==> src/rtl/fetch_ctrl.sv <==
// Fetch sequencer: PC advance/redirect/hold and IF/ID load/bubble control.
// Arbitrates halt, branch redirect, load-use stall and slow imem.
module fetch_ctrl #(
  parameter int FLUSH_CYCLES = 1
) (
  input  logic        clk,
  input  logic        rst,
  output logic        imem_req,
  input  logic        imem_ready,
  input  logic        halt_dec,
  input  logic        br_taken,
  input  logic [15:0] br_target,
  input  logic        hazard_stall,
  output logic        pc_wen,
  output logic        pc_sel,
  output logic [15:0] pc_target,
  output logic        if_id_wen,
  output logic        if_id_flush,
  output logic        halted,
  output logic [15:0] stall_cnt
);

  typedef enum logic [1:0] {
    S_RUN,
    S_WAIT,
    S_FLUSH,
    S_HALT
  } state_t;

  localparam logic [1:0] FLUSH_INIT = 2'(FLUSH_CYCLES - 1);
  localparam state_t REDIR_NEXT =
    (FLUSH_CYCLES > 1) ? S_FLUSH : S_RUN;

  state_t      state_q, state_d;
  logic        pend_vld_q, pend_vld_d;
  logic [15:0] pend_tgt_q, pend_tgt_d;
  logic [1:0]  flush_cnt_q, flush_cnt_d;
  logic [15:0] stall_q;

  logic        req, wen, sel, idw, idf, hlt;
  logic [15:0] tgt;

  // State, pending redirect and flush counter registers
  always_ff @(posedge clk or negedge rst) begin
    if (!rst) begin
      state_q     <= S_RUN;
      pend_vld_q  <= 1'b0;
      pend_tgt_q  <= '0;
      flush_cnt_q <= '0;
    end else begin
      state_q     <= state_d;
      pend_vld_q  <= pend_vld_d;
      pend_tgt_q  <= pend_tgt_d;
      flush_cnt_q <= flush_cnt_d;
    end
  end

  // Next state and per-cycle PC / IF-ID controls
  always_comb begin
    state_d     = state_q;
    pend_vld_d  = pend_vld_q;
    pend_tgt_d  = pend_tgt_q;
    flush_cnt_d = flush_cnt_q;
    req = 1'b0;
    wen = 1'b0;
    sel = 1'b0;
    idw = 1'b0;
    idf = 1'b0;
    hlt = 1'b0;
    tgt = br_target;
    unique case (state_q)
      S_RUN: begin
        req = 1'b1;
        if (halt_dec) begin
          idw     = 1'b1;
          idf     = 1'b1;
          state_d = S_HALT;
        end else if (br_taken && imem_ready) begin
          sel         = 1'b1;
          wen         = 1'b1;
          idw         = 1'b1;
          idf         = 1'b1;
          flush_cnt_d = FLUSH_INIT;
          state_d     = REDIR_NEXT;
        end else if (br_taken) begin
          // fetch in flight cannot be aborted
          idw        = 1'b1;
          idf        = 1'b1;
          pend_vld_d = 1'b1;
          pend_tgt_d = br_target;
          state_d    = S_WAIT;
        end else if (hazard_stall) begin
          // hold PC and IF/ID; address stays stable
        end else if (!imem_ready) begin
          idw     = 1'b1;
          idf     = 1'b1;
          state_d = S_WAIT;
        end else begin
          wen = 1'b1;
          idw = 1'b1;
        end
      end
      S_WAIT: begin
        req = 1'b1;
        idw = 1'b1;
        idf = 1'b1;
        if (halt_dec) begin
          pend_vld_d = 1'b0;
          state_d    = S_HALT;
        end else if (imem_ready &&
                     (pend_vld_q || br_taken)) begin
          sel         = 1'b1;
          wen         = 1'b1;
          tgt         = br_taken ? br_target : pend_tgt_q;
          pend_vld_d  = 1'b0;
          flush_cnt_d = FLUSH_INIT;
          state_d     = REDIR_NEXT;
        end else if (br_taken) begin
          pend_vld_d = 1'b1;
          pend_tgt_d = br_target;
        end else if (imem_ready && hazard_stall) begin
          idw     = 1'b0;
          idf     = 1'b0;
          state_d = S_RUN;
        end else if (imem_ready) begin
          wen     = 1'b1;
          idf     = 1'b0;
          state_d = S_RUN;
        end
      end
      S_FLUSH: begin
        idw         = 1'b1;
        idf         = 1'b1;
        flush_cnt_d = flush_cnt_q - 2'd1;
        if (flush_cnt_q <= 2'd1) begin
          state_d = S_RUN;
        end
      end
      S_HALT: begin
        hlt = 1'b1;
      end
    endcase
  end

  // Saturating count of cycles where the PC does not advance
  always_ff @(posedge clk or negedge rst) begin
    if (!rst) begin
      stall_q <= '0;
    end else if (state_q != S_HALT && !wen &&
                 stall_q != 16'hFFFF) begin
      stall_q <= stall_q + 16'd1;
    end
  end

  assign imem_req    = rst & req;
  assign pc_wen      = rst & wen;
  assign pc_sel      = rst & sel;
  assign pc_target   = tgt;
  assign if_id_wen   = rst & idw;
  assign if_id_flush = ~rst | idf;
  assign halted      = rst & hlt;
  assign stall_cnt   = stall_q;

endmodule
==> config.mk <==
export PLATFORM = sky130hd
export DESIGN_NAME = fetch_ctrl
export DESIGN_NICKNAME = d
export VERILOG_FILES = /design/src/rtl/fetch_ctrl.sv
export SDC_FILE = /design/constraint.sdc
export NUM_CORES = 1
export LEC_CHECK = 0
export CORE_ASPECT_RATIO = 1.4
export CORE_MARGIN = 4
export CORE_UTILIZATION = 25
export CTS_CLUSTER_SIZE = 30
export DETAILED_ROUTE_END_ITERATION = 6
export PLACE_DENSITY = 0.56
export SLEW_MARGIN = 20
export SYNTH_ARGS = -nofsm -noshare
export SYNTH_HDL_FRONTEND = slang
export SYNTH_SLANG_ARGS = --single-unit
==> constraint.sdc <==
create_clock -name clk -period 2.7 [get_ports clk]
set_clock_uncertainty 0.1 [all_clocks]
set_input_delay 0.54 -clock clk [delete_from_list [all_inputs] [get_ports clk]]
set_output_delay 0.54 -clock clk [all_outputs]
set_load 0.05 [all_outputs]
==> flow_summary.json <==
{
  "worst_setup_hold_path_clk_slew_ns": 0.06,
  "final-max-slew-violation-count": 0,
  "maxCapViolations": 0,
  "worstSetupStartpointType": "input port",
  "hold_path_class": "in -> async",
  "synthesis.yosys.warnings": 0,
  "timing.final.setup_violations": 0,
  "number_of_antenna_violating_nets_in_the_routed_design": 0,
  "postLayoutCellArea_um2": 3030,
  "synth_compound_area_share_pct": 7.11,
  "netlist.top_cell.by_area": "dfrtp_1",
  "sinks_on_the_clock_net": 37,
  "achievable-frequency_ghz": 0.384,
  "vias_cell": 4.53,
  "io_buffers": 59,
  "place_congestion": 0.798,
  "vias_in_the_first_global_route": 1731,
  "critical-path-top-delay-family": "buffers and inverters",
  "int_power_uw": 1710,
  "tritoncts_clock_tree": "yes",
  "preCtsSetupSlack_ns": -0.137,
  "insertion_delay_ns": 0.28,
  "grt_start_max_net_pins": 31,
  "placeableCoreArea_um2": 8150,
  "setup.worst_path.class": "in -> out",
  "i_o_pin_count": 60,
  "fp.dieH_um": 116,
  "seqPwrFrac_pct": 32.3,
  "min_period_ns": 2.60,
  "xor_xnor_fraction_of_synth_area_pct": 5.86,
  "placement_row_count": 39,
  "synth-async-reset-ratio_pct": 100,
  "drtIter0Drc": 36,
  "syn_inst": 192,
  "global_route.overflow_total": 0,
  "yosysSeqAreaShare_pct": 44.2,
  "timing.final.ws_setup_ns": 0.0984,
  "gr-usage-all-layers_pct": 10.7,
  "num_vias": 1659,
  "p_leak_uw": 0.00135,
  "layout.cells.non_filler": 366,
  "cts_buffer_depth": 2,
  "worstPathMaxFanout": 5,
  "synth_largest_type_area_fraction_pct": 44.2,
  "slew_headroom_pct": 65.1,
  "sum_of_negative_setup_slack_ns": 0,
  "fin_nets": 292,
  "cp_data_arrival_time_ns": 1.96,
  "syn-mean-instance-area_um2": 10.9,
  "synth-adder-area-share_pct": 3.59,
  "post_route_cells_drive_above_1_share_pct": 31.4,
  "p_sw_uw": 1150,
  "start_util_pct": 25.7,
  "placedCellCount": 357,
  "grt_first_pass_wirelength_mm": 8.45,
  "outcome": "complete, no violations",
  "ir_drop_v": 0.000577,
  "worst_slew_pin_slew_ns": 0.522,
  "dominant_combinational_cell_family_by_area_after_synthesis": "multiplexers",
  "cp_slowest_cell": "clkdlybuf4s50_1",
  "drt_pass_1_iters": 4,
  "grt_antenna_before_repair": 0,
  "worstSetupEndpointType": "output port",
  "finalCritPeriodShare_pct": 96.4,
  "detailedPlacementHpwl_mm": 3.69,
  "share_comb_of_total_power_pct": 47.3,
  "synthTopCellsByArea": "dfrtp_1 44%, mux2_2 18%, xor2_1 4.6%, ha_1 3.6%, nand2_1 2.9%",
  "share_clk_of_total_power_pct": 20.4,
  "synth.net_count": 220,
  "antenna-diode-count": 0,
  "synth_area_um2": 2090,
  "rsz0062_at_grt": "false",
  "yosys.area_share.simple_pct": 16.4,
  "mostFrequentLayoutCells": "37 x dfrtp_1, 33 x clkdlybuf4s50_1, 32 x mux2_2, 30 x buf_4, 16 x nand2_1",
  "synthMuxAreaShare_pct": 19.2,
  "die_width_um": 85.3,
  "critical_path_required_ns": 2.06,
  "crit_buf_inv": 3,
  "layout_commonest_cell": "dfrtp_1",
  "routed_wl_mm": 5.09,
  "path_cells": "clkdlybuf4s50_1 > or3b_1 > buf_4 > nand3_1 > a21boi_1 > buf_12",
  "routedWlPerCell_um": 13.9,
  "inserted_clock_buffers": 5,
  "area_growth_pct": 44.7,
  "cts_htree_levels": 2,
  "finalPower_uw": 2860,
  "post-route-drc-count": 0,
  "netSwitchingFraction_pct": 40.2,
  "number_of_synthesized_flops_with_an_enable_pin": 0,
  "netlist-cell-type-count": 42,
  "synth_ff_type": "dfrtp_1",
  "power_density_nw_per_um2": 944,
  "largest_stage_delay_worst_path_ns": 0.54,
  "hold_violations": 0,
  "clockRootBuffer": "clkbuf_16",
  "placed_area_um2": 2850,
  "postSynthRegisterBits": 37,
  "fp.dieArea_um2": 9920
}
per-stage QoR:
step / hold WS (ns) / utilization, %
2_1_floorplan: 0.144 / -
6_report: 0.0425 / 37.2
4_1_cts: 0.0452 / 37.2
3_5_place_dp: 0.345 / 35.0
5_1_grt: 0.0592 / 37.2
3_3_place_gp: 0.340 / 35.0
worst paths after layout:
kind	startpoint	to	slack, ns	cells past startpoint
worst min register to register	stall_cnt[15]$_DFFE_PN0P_	stall_cnt[15]$_DFFE_PN0P_	0.39	1
max in group asynchronous	rst	pend_tgt_q[10]$_DFFE_PN0P_	1.78	2
worst min-delay path	rst	pend_vld_q$_DFFE_PN0P_	0.04	1
worst max-delay path	hazard_stall	pc_wen	0.1	6
min in group clk	stall_cnt[15]$_DFFE_PN0P_	stall_cnt[15]$_DFFE_PN0P_	0.39	1
worst max register to register	state_q[1]$_DFFE_PN0P_	stall_cnt[1]$_DFFE_PN0P_	0.45	8
power by group through the flow:
stage / logic (µW) / registers (µW) / clock network (µW)
3_5_place_dp: 1360 / 936 / 0
2_1_floorplan: 740 / 1110 / 0
6_report: 1350 / 923 / 584
5_1_grt: 1470 / 964 / 627
4_1_cts: 1370 / 928 / 612
3_3_place_gp: 1350 / 930 / 0
worst register-to-register path, cell delays in order (launching register included):
cell	delay (ns)
dfrtp_1	0.37
inv_1	0.08
ha_1	0.30
buf_4	0.20
nor4bb_1	0.26
a32oi_2	0.12
nand3_2	0.23
buf_4	0.17
mux2_1	0.31
cells in the mapped netlist, types with 2 or more instances:
cell      instances
o21ai_0          10
nor3_1            3
nor2_1            6
a21oi_1           7
dfrtp_1          37
buf_2             3
and4_1            3
nor3b_1           3
nand2_1          16
nor4_1            3
nand2b_1          2
and2_1            2
mux2i_1           2
mux2_2           33
xnor2_1           3
nand3_1           5
xor2_1           11
ha_1              6
nand4_1           3
clkbuf_1          4
inv_1             9
flip-flops by register name, summed over array words and instances, names as in the netlist:
name / count
pend_vld_q: 1
stall_cnt: 16
state_q: 2
pend_tgt_q: 16
flush_cnt_q: 2
routing by layer:
metal	track usage [%]	vias to the layer above	share of wire [%]	routed length (µm)
li1	-	822	-	-
met1	12.7	795	42	2150
met2	19.2	38	52	2660
met3	2.40	4	4.6	235
met4	3.17	0	1.0	51
met5	0	-	0	0
repair_timing:
item,CTS,global route
setup endpoints to repair,17,0
gates resized for setup,10,0
buffers inserted,1,0
hold buffers,0,0
layout make-up:
type | count | area, µm²
Fill cell | 821 | 5120
Multi-Input combinational cell | 138 | 1100
Sequential cell | 37 | 926
Timing Repair Buffer | 73 | 693
Clock buffer | 6 | 139
Tap cell | 102 | 128
Inverter | 9 | 33.8
Clock inverter | 1 | 7.51
logic make-up (layout without fill, tap and decap cells):
family	Yosys count	after routing
xor+xnor	14	14
compound gates	24	24
flops	37	37
mux	36	36
fa+ha+maj	6	6
buf+inv	17	89
simple gates	58	58
Power figures use the tool's default switching activity.
